## config.mk

```make
export PLATFORM = sky130hd
export DESIGN_NAME = rgb_pixel_assembler
export DESIGN_NICKNAME = d
export VERILOG_FILES = /design/src/rtl/rgb_pixel_assembler.sv
export SDC_FILE = /design/constraint.sdc
export NUM_CORES = 1
export LEC_CHECK = 0
export ABC_AREA = 1
export CAP_MARGIN = 20
export CELL_PAD_IN_SITES_DETAIL_PLACEMENT = 0
export CELL_PAD_IN_SITES_GLOBAL_PLACEMENT = 2
export CORE_ASPECT_RATIO = 1.5
export CORE_MARGIN = 2
export CORE_UTILIZATION = 25
export DETAILED_ROUTE_END_ITERATION = 10
export HOLD_SLACK_MARGIN = 0.06
export PLACE_DENSITY_LB_ADDON = 0.15
export REMOVE_ABC_BUFFERS = 1
export SETUP_SLACK_MARGIN = 0.5
export SLEW_MARGIN = 20
export SYNTH_ARGS = -nofsm -noshare
export SYNTH_HDL_FRONTEND = slang
export SYNTH_SLANG_ARGS = --single-unit
```

## constraint.sdc

```tcl
create_clock -name I_CLK -period 1.2 [get_ports I_CLK]
set_input_delay 0.12 -clock I_CLK [delete_from_list [all_inputs] [get_ports I_CLK]]
set_output_delay 0.12 -clock I_CLK [all_outputs]
set_load 0.01 [all_outputs]
```

## src/rtl/rgb_pixel_assembler.sv

```systemverilog
// rgb_pixel_assembler: collects an R, G, B subpixel stream into full pixels,
// presents them through a one-entry valid/ready output stage and counts the
// pixels delivered since reset or the last start-of-frame.
//
// Handshake semantics (both ports): a beat moves on a rising edge where valid
// and ready are both high; the sender holds data stable while valid is high
// and ready is low; ready may depend combinationally on the far side's ready.
module rgb_pixel_assembler #(
  parameter int P_PIXEL_DEPTH = 24,  // must be a multiple of 3
  parameter int P_COUNT_WIDTH = 16
) (
  input  logic                       I_CLK,
  input  logic                       I_RESET,
  input  logic [P_PIXEL_DEPTH/3-1:0] I_SUBPIXEL,
  input  logic                       I_SUBPIXEL_VALID,
  output logic                       O_SUBPIXEL_READY,
  input  logic                       I_SOF,
  output logic [P_PIXEL_DEPTH-1:0]   O_PIXEL,
  output logic                       O_PIXEL_VALID,
  input  logic                       I_PIXEL_READY,
  output logic [P_COUNT_WIDTH-1:0]   O_PIXEL_COUNT,
  output logic [1:0]                 O_BYTE_INDEX   // debug view of the byte-index FSM
);

  localparam int P_SUBPIXEL_DEPTH = P_PIXEL_DEPTH / 3;

  typedef enum logic [1:0] {
    S_R = 2'd0,
    S_G = 2'd1,
    S_B = 2'd2
  } state_t;

  state_t                      state;
  state_t                      state_next;
  logic [P_SUBPIXEL_DEPTH-1:0] r_q;
  logic [P_SUBPIXEL_DEPTH-1:0] g_q;
  logic [P_SUBPIXEL_DEPTH-1:0] r_next;
  logic [P_SUBPIXEL_DEPTH-1:0] g_next;
  logic                        accept;
  logic                        xfer;
  logic                        load;

  // Only the completing B byte needs a free output slot; a slot that is
  // draining this cycle counts as free, which keeps one subpixel per cycle.
  assign O_SUBPIXEL_READY = (state != S_B) || !O_PIXEL_VALID || I_PIXEL_READY;
  assign accept           = I_SUBPIXEL_VALID && O_SUBPIXEL_READY;
  assign xfer             = O_PIXEL_VALID && I_PIXEL_READY;
  assign O_BYTE_INDEX     = state;

  // Next byte index and partial R/G; SOF restarts the pixel, and a byte
  // accepted alongside SOF becomes the new pixel's R.
  always_comb begin
    state_next = state;
    r_next     = r_q;
    g_next     = g_q;
    load       = 1'b0;
    if (I_SOF) begin
      r_next     = '0;
      g_next     = '0;
      state_next = S_R;
      if (accept) begin
        r_next     = I_SUBPIXEL;
        state_next = S_G;
      end
    end else if (accept) begin
      case (state)
        S_R: begin
          r_next     = I_SUBPIXEL;
          state_next = S_G;
        end
        S_G: begin
          g_next     = I_SUBPIXEL;
          state_next = S_B;
        end
        S_B: begin
          load       = 1'b1;
          state_next = S_R;
        end
        default: state_next = S_R;
      endcase
    end
  end

  // Byte-index state and partial R/G holding registers.
  always_ff @(posedge I_CLK) begin
    if (I_RESET) begin
      state <= S_R;
      r_q   <= '0;
      g_q   <= '0;
    end else begin
      state <= state_next;
      r_q   <= r_next;
      g_q   <= g_next;
    end
  end

  // Output slot: a load wins over a drain so back-to-back pixels keep valid high.
  always_ff @(posedge I_CLK) begin
    if (I_RESET) begin
      O_PIXEL       <= '0;
      O_PIXEL_VALID <= 1'b0;
    end else if (load) begin
      O_PIXEL       <= {r_q, g_q, I_SUBPIXEL};
      O_PIXEL_VALID <= 1'b1;
    end else if (xfer) begin
      O_PIXEL_VALID <= 1'b0;
    end
  end

  // Delivered-pixel counter; SOF clears it and swallows a same-cycle transfer.
  always_ff @(posedge I_CLK) begin
    if (I_RESET || I_SOF) begin
      O_PIXEL_COUNT <= '0;
    end else if (xfer) begin
      O_PIXEL_COUNT <= O_PIXEL_COUNT + P_COUNT_WIDTH'(1);
    end
  end

endmodule

```

==> results of run 1 <==
## flip-flops by register name (all words and copies together) (netlist names)
name and count:
O_BYTE_INDEX 2, O_PIXEL 24, O_PIXEL_COUNT 16, O_PIXEL_VALID 1, g_q 8, r_q 8
## power by group
| part | switching (mW) | internal [mW] | total [mW] |
|---|---|---|---|
| logic | 0.188 | 0.165 | 0.353 |
| clock network | 0.893 | 1.70 | 2.59 |
| registers | 0.0178 | 1.97 | 1.99 |
| total | 1.10 | 3.84 | 4.93 |
## cell usage after synthesis, drive strengths merged
cell    number
a21oi       51
a31oi        1
buf          6
clkbuf       6
dfxtp       59
ha           1
inv         51
nand2       66
nand3       11
nand4       14
nor2        32
nor3         3
o21ai       30
o21bai       1
## layout make-up
cell class | count | share of cell area
inverters | 51 | 0.0429
clock buffers | 11 | 0.0546
clock inverters | 4 | 0.0108
multi-input cells | 210 | 0.304
well taps | 115 | 0.0311
flip-flops and latches | 59 | 0.271
repair buffers | 128 | 0.285
## what timing repair did
action | CTS | global route
pin swaps | 43 | 34
setup endpoints to repair | 103 | 103
resized for setup | 378 | 73
cloned | 4 | 0
setup buffers | 10 | 13
## cell families (layout without fill, tap and decap cells)
logic type | Yosys count | in the layout | synth area share
compound gates | 83 | 83 | 0.174
flops | 59 | 59 | 0.483
buf+inv | 63 | 194 | 0.106
simple gates | 126 | 126 | 0.232
fa+ha+maj | 1 | 1 | 0.00511
## routing by layer
metal,vias to the layer above,part of all wire
met5,-,0
met4,0,0.023
met3,17,0.043
met2,52,0.54
met1,1216,0.40
li1,1334,-
## worst paths after layout
check,to,slack (ns),cells past startpoint
setup / recovery,O_PIXEL[3],-0.04,7
hold / removal,O_PIXEL_VALID,0.37,5
setup reg to reg,O_PIXEL[3],-0.04,7
hold reg to reg,O_PIXEL[22],0.44,2
## worst max-delay path, delay by kind of cell, from the launching register on
family | cells | cell delay, ns
buffers and inverters | 4 | 0.48
DFF | 1 | 0.33
AOI/OAI and AO/OA | 1 | 0.13
and+or+nand+nor | 2 | 0.22
==> flow_metrics.env, run 1 <==
export IMPL_status="complete, but fails checks"
export IMPL_violations="negative setup slack"
export IMPL_cp_arrival_ns=1.49
export IMPL_synth_top_area_frac=0.483
export IMPL_drive_gt1_frac=0.585
export IMPL_die_w_microns=84.8
export IMPL_htree_levels=3
export IMPL_crit_path_end_kind="flop"
export IMPL_chipHeight_microns=125
export IMPL_clock_fmax_mhz=810
export IMPL_worstMarginPinSlew_ns=0.301
export IMPL_grt_pass1_vias=2640
export IMPL_cp_cell_sequence="inv_2, nor2_4, buf_6, nand4_4, buf_6, buf_4, a21oi_1"
export IMPL_relSlewSlack=0.799
export IMPL_worstHoldStart="I_PIXEL_READY"
export IMPL_synth_area_sq_um=2450
export IMPL_hold_violations=0
export IMPL_core_sq_um=9580
export IMPL_syn_inst=332
export IMPL_dr_total_vias=2619
export IMPL_wl_microns=7800
export IMPL_total_power_mw=4.93
export IMPL_grt_usage=0.153
export IMPL_cts_root_buf="clkbuf_16"
export IMPL_routed_via_density=4.53
export IMPL_use_met2=0.266
export IMPL_yosysTopAreaCell="dfxtp_1"
export IMPL_critPathMaxStageDelay_ns=0.33
export IMPL_syn2layout_area_growth_pct=89.3
export IMPL_final_cells=578
export IMPL_numCtsBuffers=9
export IMPL_dieArea_sq_um=10600
export IMPL_first_pass_iters=4
export IMPL_yosys_cell_types_count=24
export IMPL_io_buffers=56
export IMPL_r2r_start="O_BYTE_INDEX[1]"
export IMPL_cp_max_fo=14
export IMPL_grt_pass1_wl_microns=12800
export IMPL_finalNetCount=473
export IMPL_final_area_sq_um=4630
export IMPL_clock_sinks=59
export IMPL_slew_viol_final=0
export IMPL_antenna_found_initial=0
export IMPL_rows=44
export IMPL_drt_initial_drc_count=64
export IMPL_setup_violations=20
export IMPL_dp_cells=536
export IMPL_cts_tree="built"
export IMPL_grt_max_degree=25
export IMPL_cpMaxStageDelayCell="dfxtp_2"
export IMPL_top_usage_layer="met2"
export IMPL_place_gp_congestion=0.746
export IMPL_wl_per_cell_microns=13.5
export IMPL_crit_type="flop to flop"
export IMPL_grt_overflow_total=0
export IMPL_setup_tns_ns=-0.317
export IMPL_yosysWarnings=0
export IMPL_yosysSeqAreaShare=0.483
export IMPL_place_ws_ns=-0.406
export IMPL_vdd_drop_max_mv=0.679
export IMPL_cts_buffer_depth=2
export IMPL_hold_path_class="input pin to flop"
export IMPL_avgSynthCellArea_sq_um=7.37
export IMPL_rsz0062_at_grt="true"
export IMPL_cts_hold_buffers_added=0
export IMPL_layout_common_cells="84 x buf_6, 43 x inv_1, 40 x nand2_1"
export IMPL_layout_commonest_cell="buf_6"
export IMPL_cp_required_ns=1.45
export IMPL_p_leak_nw=1.79
export IMPL_synthTopCellsByArea="dfxtp_1 48%, a21oi_1 10%, nand2_1 10%"
export IMPL_skew_ns=0.00599
export IMPL_grt_met1_usage=0.173
export IMPL_io_pins=57
export IMPL_clk_pin_slew_ns=0.05
export IMPL_final_util=0.484
export IMPL_nFillCells=960
export IMPL_insertion_delay_ns=0.33
export IMPL_fin_crit_ns=1.24
export IMPL_yosys_register_bits=59
export IMPL_crit_path_start_kind="flop"
export IMPL_startpoint="O_BYTE_INDEX[1]"
export IMPL_seqCellArea_sq_um=1260
export IMPL_finalWorstSetupSlack_ns=-0.0353
export IMPL_dpl_cell_area_sq_um=3430
export IMPL_holdWs_ns=0.374
export IMPL_diodes=0
export IMPL_p_per_area_nw_per_um2=1070
export IMPL_ant_nets=0
export IMPL_start_util=0.255
export IMPL_crit_path_frequent_cell="buf_6"
export IMPL_drcViolationCount=0
export IMPL_cap_violations=0
export IMPL_grt_use_met3=0.0376
export IMPL_multi_input_comb_area_sq_um=1410
export IMPL_period_share=1.03
export IMPL_dp_hpwl_microns=5290
No activity file was read; power rests on OpenSTA's default activity.
==> run 2: changes to the inputs <==
--- a/config.mk
+++ b/config.mk
@@ -13,7 +13,7 @@
 export CORE_MARGIN = 2
 export CORE_UTILIZATION = 25
 export DETAILED_ROUTE_END_ITERATION = 10
-export HOLD_SLACK_MARGIN = 0.06
+export HOLD_SLACK_MARGIN = 0.05
 export PLACE_DENSITY_LB_ADDON = 0.15
 export REMOVE_ABC_BUFFERS = 1
 export SETUP_SLACK_MARGIN = 0.5
==> results of run 2 <==
Final layout, timing and power as in run 1 (identical DEF).
==> run 3: changes to the inputs <==
--- a/config.mk
+++ b/config.mk
@@ -17,6 +17,7 @@
 export PLACE_DENSITY_LB_ADDON = 0.15
 export REMOVE_ABC_BUFFERS = 1
 export SETUP_SLACK_MARGIN = 0.5
+export SKIP_LAST_GASP = 1
 export SLEW_MARGIN = 20
 export SYNTH_ARGS = -nofsm -noshare
 export SYNTH_HDL_FRONTEND = slang
==> constraint.sdc (replaced) <==
create_clock -name I_CLK -period 1.2 [get_ports I_CLK]
set_input_delay 0.24 -clock I_CLK [delete_from_list [all_inputs] [get_ports I_CLK]]
set_output_delay 0.24 -clock I_CLK [all_outputs]
set_load 0.01 [all_outputs]
==> run 3 against run 2 <==
The run still ends with negative setup slack left. Cell area decreased by 8.0%. Largest cell class is now registers. Critical path type is now flop to primary output. Global-route usage shrank 1.1 points. First-iteration DRC count grew 9.4%. Clock power rose by 9.3%. Sequential share of layout area grew 2.2 points. Sequential cell count stayed put. Highest routed layer unchanged. Worst hold slack gained 0.070 ns. Via count is 5.4% lower. Non-clock buffer count is 9 lower. Fmax about the same. Sequential power about the same.
==> flow_metrics.env, run 3 (synthesis gave the netlist of run 1 again) <==
export IMPL_status="complete, but fails checks"
export IMPL_violations="negative setup slack"
export IMPL_grt_met1_usage=0.155
export IMPL_crit_path_start_kind="flop"
export IMPL_grt_use_met3=0.0429
export IMPL_io_buffers=56
export IMPL_die_w_microns=84.8
export IMPL_period_share=1.03
export IMPL_setup_tns_ns=-0.0390
export IMPL_antenna_found_initial=0
export IMPL_final_util=0.445
export IMPL_clock_fmax_mhz=810
export IMPL_htree_levels=3
export IMPL_syn2layout_area_growth_pct=74.0
export IMPL_vdd_drop_max_mv=0.839
export IMPL_final_area_sq_um=4260
export IMPL_cp_required_ns=0.96
export IMPL_worstMarginPinSlew_ns=0.233
export IMPL_first_pass_iters=4
export IMPL_total_power_mw=5.12
export IMPL_cts_buffer_depth=2
export IMPL_p_per_area_nw_per_um2=1200
export IMPL_grt_max_degree=32
export IMPL_finalNetCount=464
export IMPL_insertion_delay_ns=0.33
export IMPL_setup_violations=2
export IMPL_cts_hold_buffers_added=0
export IMPL_skew_ns=0.00314
export IMPL_hold_violations=0
export IMPL_top_register="O_PIXEL"
export IMPL_ant_nets=0
export IMPL_startpoint="O_BYTE_INDEX[1]"
export IMPL_top_usage_layer="met2"
export IMPL_use_met2=0.252
export IMPL_crit_path_end_kind="primary output"
export IMPL_clock_sinks=59
export IMPL_reg2reg_slack_ns=0
export IMPL_hold_path_class="flop to flop"
export IMPL_largest_reg_flops=24
export IMPL_drcViolationCount=0
export IMPL_layout_common_cells="63 x buf_6, 59 x nand2_1, 47 x a21oi_1"
export IMPL_cap_violations=0
export IMPL_holdPathStages=2
export IMPL_holdWs_ns=0.444
export IMPL_dp_hpwl_microns=5200
export IMPL_routed_via_density=4.35
export IMPL_dr_total_vias=2477
export IMPL_drt_initial_drc_count=70
export IMPL_grt_overflow_total=0
export IMPL_drive_gt1_frac=0.451
export IMPL_grt_pass1_wl_microns=11700
export IMPL_rows=44
export IMPL_r2r_start="O_BYTE_INDEX[1]"
export IMPL_rsz0062_at_grt="true"
export IMPL_endpoint="O_SUBPIXEL_READY"
export IMPL_wl_per_cell_microns=12.7
export IMPL_wl_microns=7260
export IMPL_diodes=0
export IMPL_chipHeight_microns=125
export IMPL_start_util=0.255
export IMPL_slew_viol_final=0
export IMPL_cp_arrival_ns=0.99
export IMPL_core_sq_um=9580
export IMPL_dieArea_sq_um=10600
export IMPL_dpl_cell_area_sq_um=3470
export IMPL_grt_pass1_vias=2406
export IMPL_place_gp_congestion=0.730
export IMPL_cts_tree="built"
export IMPL_r2r_cells=7
export IMPL_p_leak_nw=1.71
export IMPL_relSlewSlack=0.844
export IMPL_io_pins=57
export IMPL_crit_type="flop to primary output"
export IMPL_r2r_end="O_PIXEL[5]"
export IMPL_cts_root_buf="clkbuf_16"
export IMPL_grt_usage=0.142
export IMPL_finalWorstSetupSlack_ns=-0.0347
export IMPL_reg_top3="O_PIXEL: 24 flops, O_PIXEL_COUNT: 16 flops"
export IMPL_fin_crit_ns=1.23
export IMPL_cp_max_fo=2
export IMPL_clk_pin_slew_ns=0.05
export IMPL_numCtsBuffers=9
export IMPL_layout_commonest_cell="buf_6"
run 3: worst min path at each step:
stage               slack (ns)               to   startpoint
floorplan                 0.31  O_BYTE_INDEX[0]      I_RESET
global placement          0.43       O_PIXEL[4]   O_PIXEL[4]
detailed placement        0.43       O_PIXEL[3]   O_PIXEL[3]
CTS                       0.45       O_PIXEL[3]   O_PIXEL[3]
global route              0.46      O_PIXEL[23]  O_PIXEL[23]
finish                    0.44       O_PIXEL[6]   O_PIXEL[6]
run 3: per-stage QoR:
stage,cells,setup WS [ns]
global placement,539,-0.640
global route,570,-0.0881
floorplan,320,-0.212
finish,570,-0.0347
detailed placement,539,-0.636
CTS,565,-0.0340
run 3: critical path, stage by stage, from the launching register on:
cell,delay (ns)
dfxtp_2,0.33
inv_2,0.05
nor2_4,0.08
nand2_2,0.09
buf_6,0.13
run 3: area by class of cell:
| type | count | area (sq um) |
|---|---|---|
| fillers | 1010 | 5320 |
| flip-flops and latches | 59 | 1250 |
| repair buffers | 119 | 1170 |
| multi-input cells | 210 | 1170 |
| clock buffers | 10 | 239 |
| inverters | 51 | 199 |
| well taps | 115 | 144 |
| clock inverters | 6 | 88.8 |
run 3: report_power, final:
group          switching, mW  internal [mW]
Clock                  0.954           1.87
Sequential            0.0152           1.98
Combinational          0.162          0.144
Total                   1.13           3.99
run 3: layer usage:
layer | up-vias | wire length, microns
met4 | 0 | 110
met3 | 11 | 319
met5 | - | 0
met2 | 44 | 3830
met1 | 1107 | 3000
li1 | 1315 | -
run 3: timing repair:
item / in CTS / in global routing
pin swaps: 12 / 8
endpoints found under the setup margin: 103 / 103
resized for setup: 322 / 24
gates cloned: 3 / 0
buffers inserted: 7 / 5
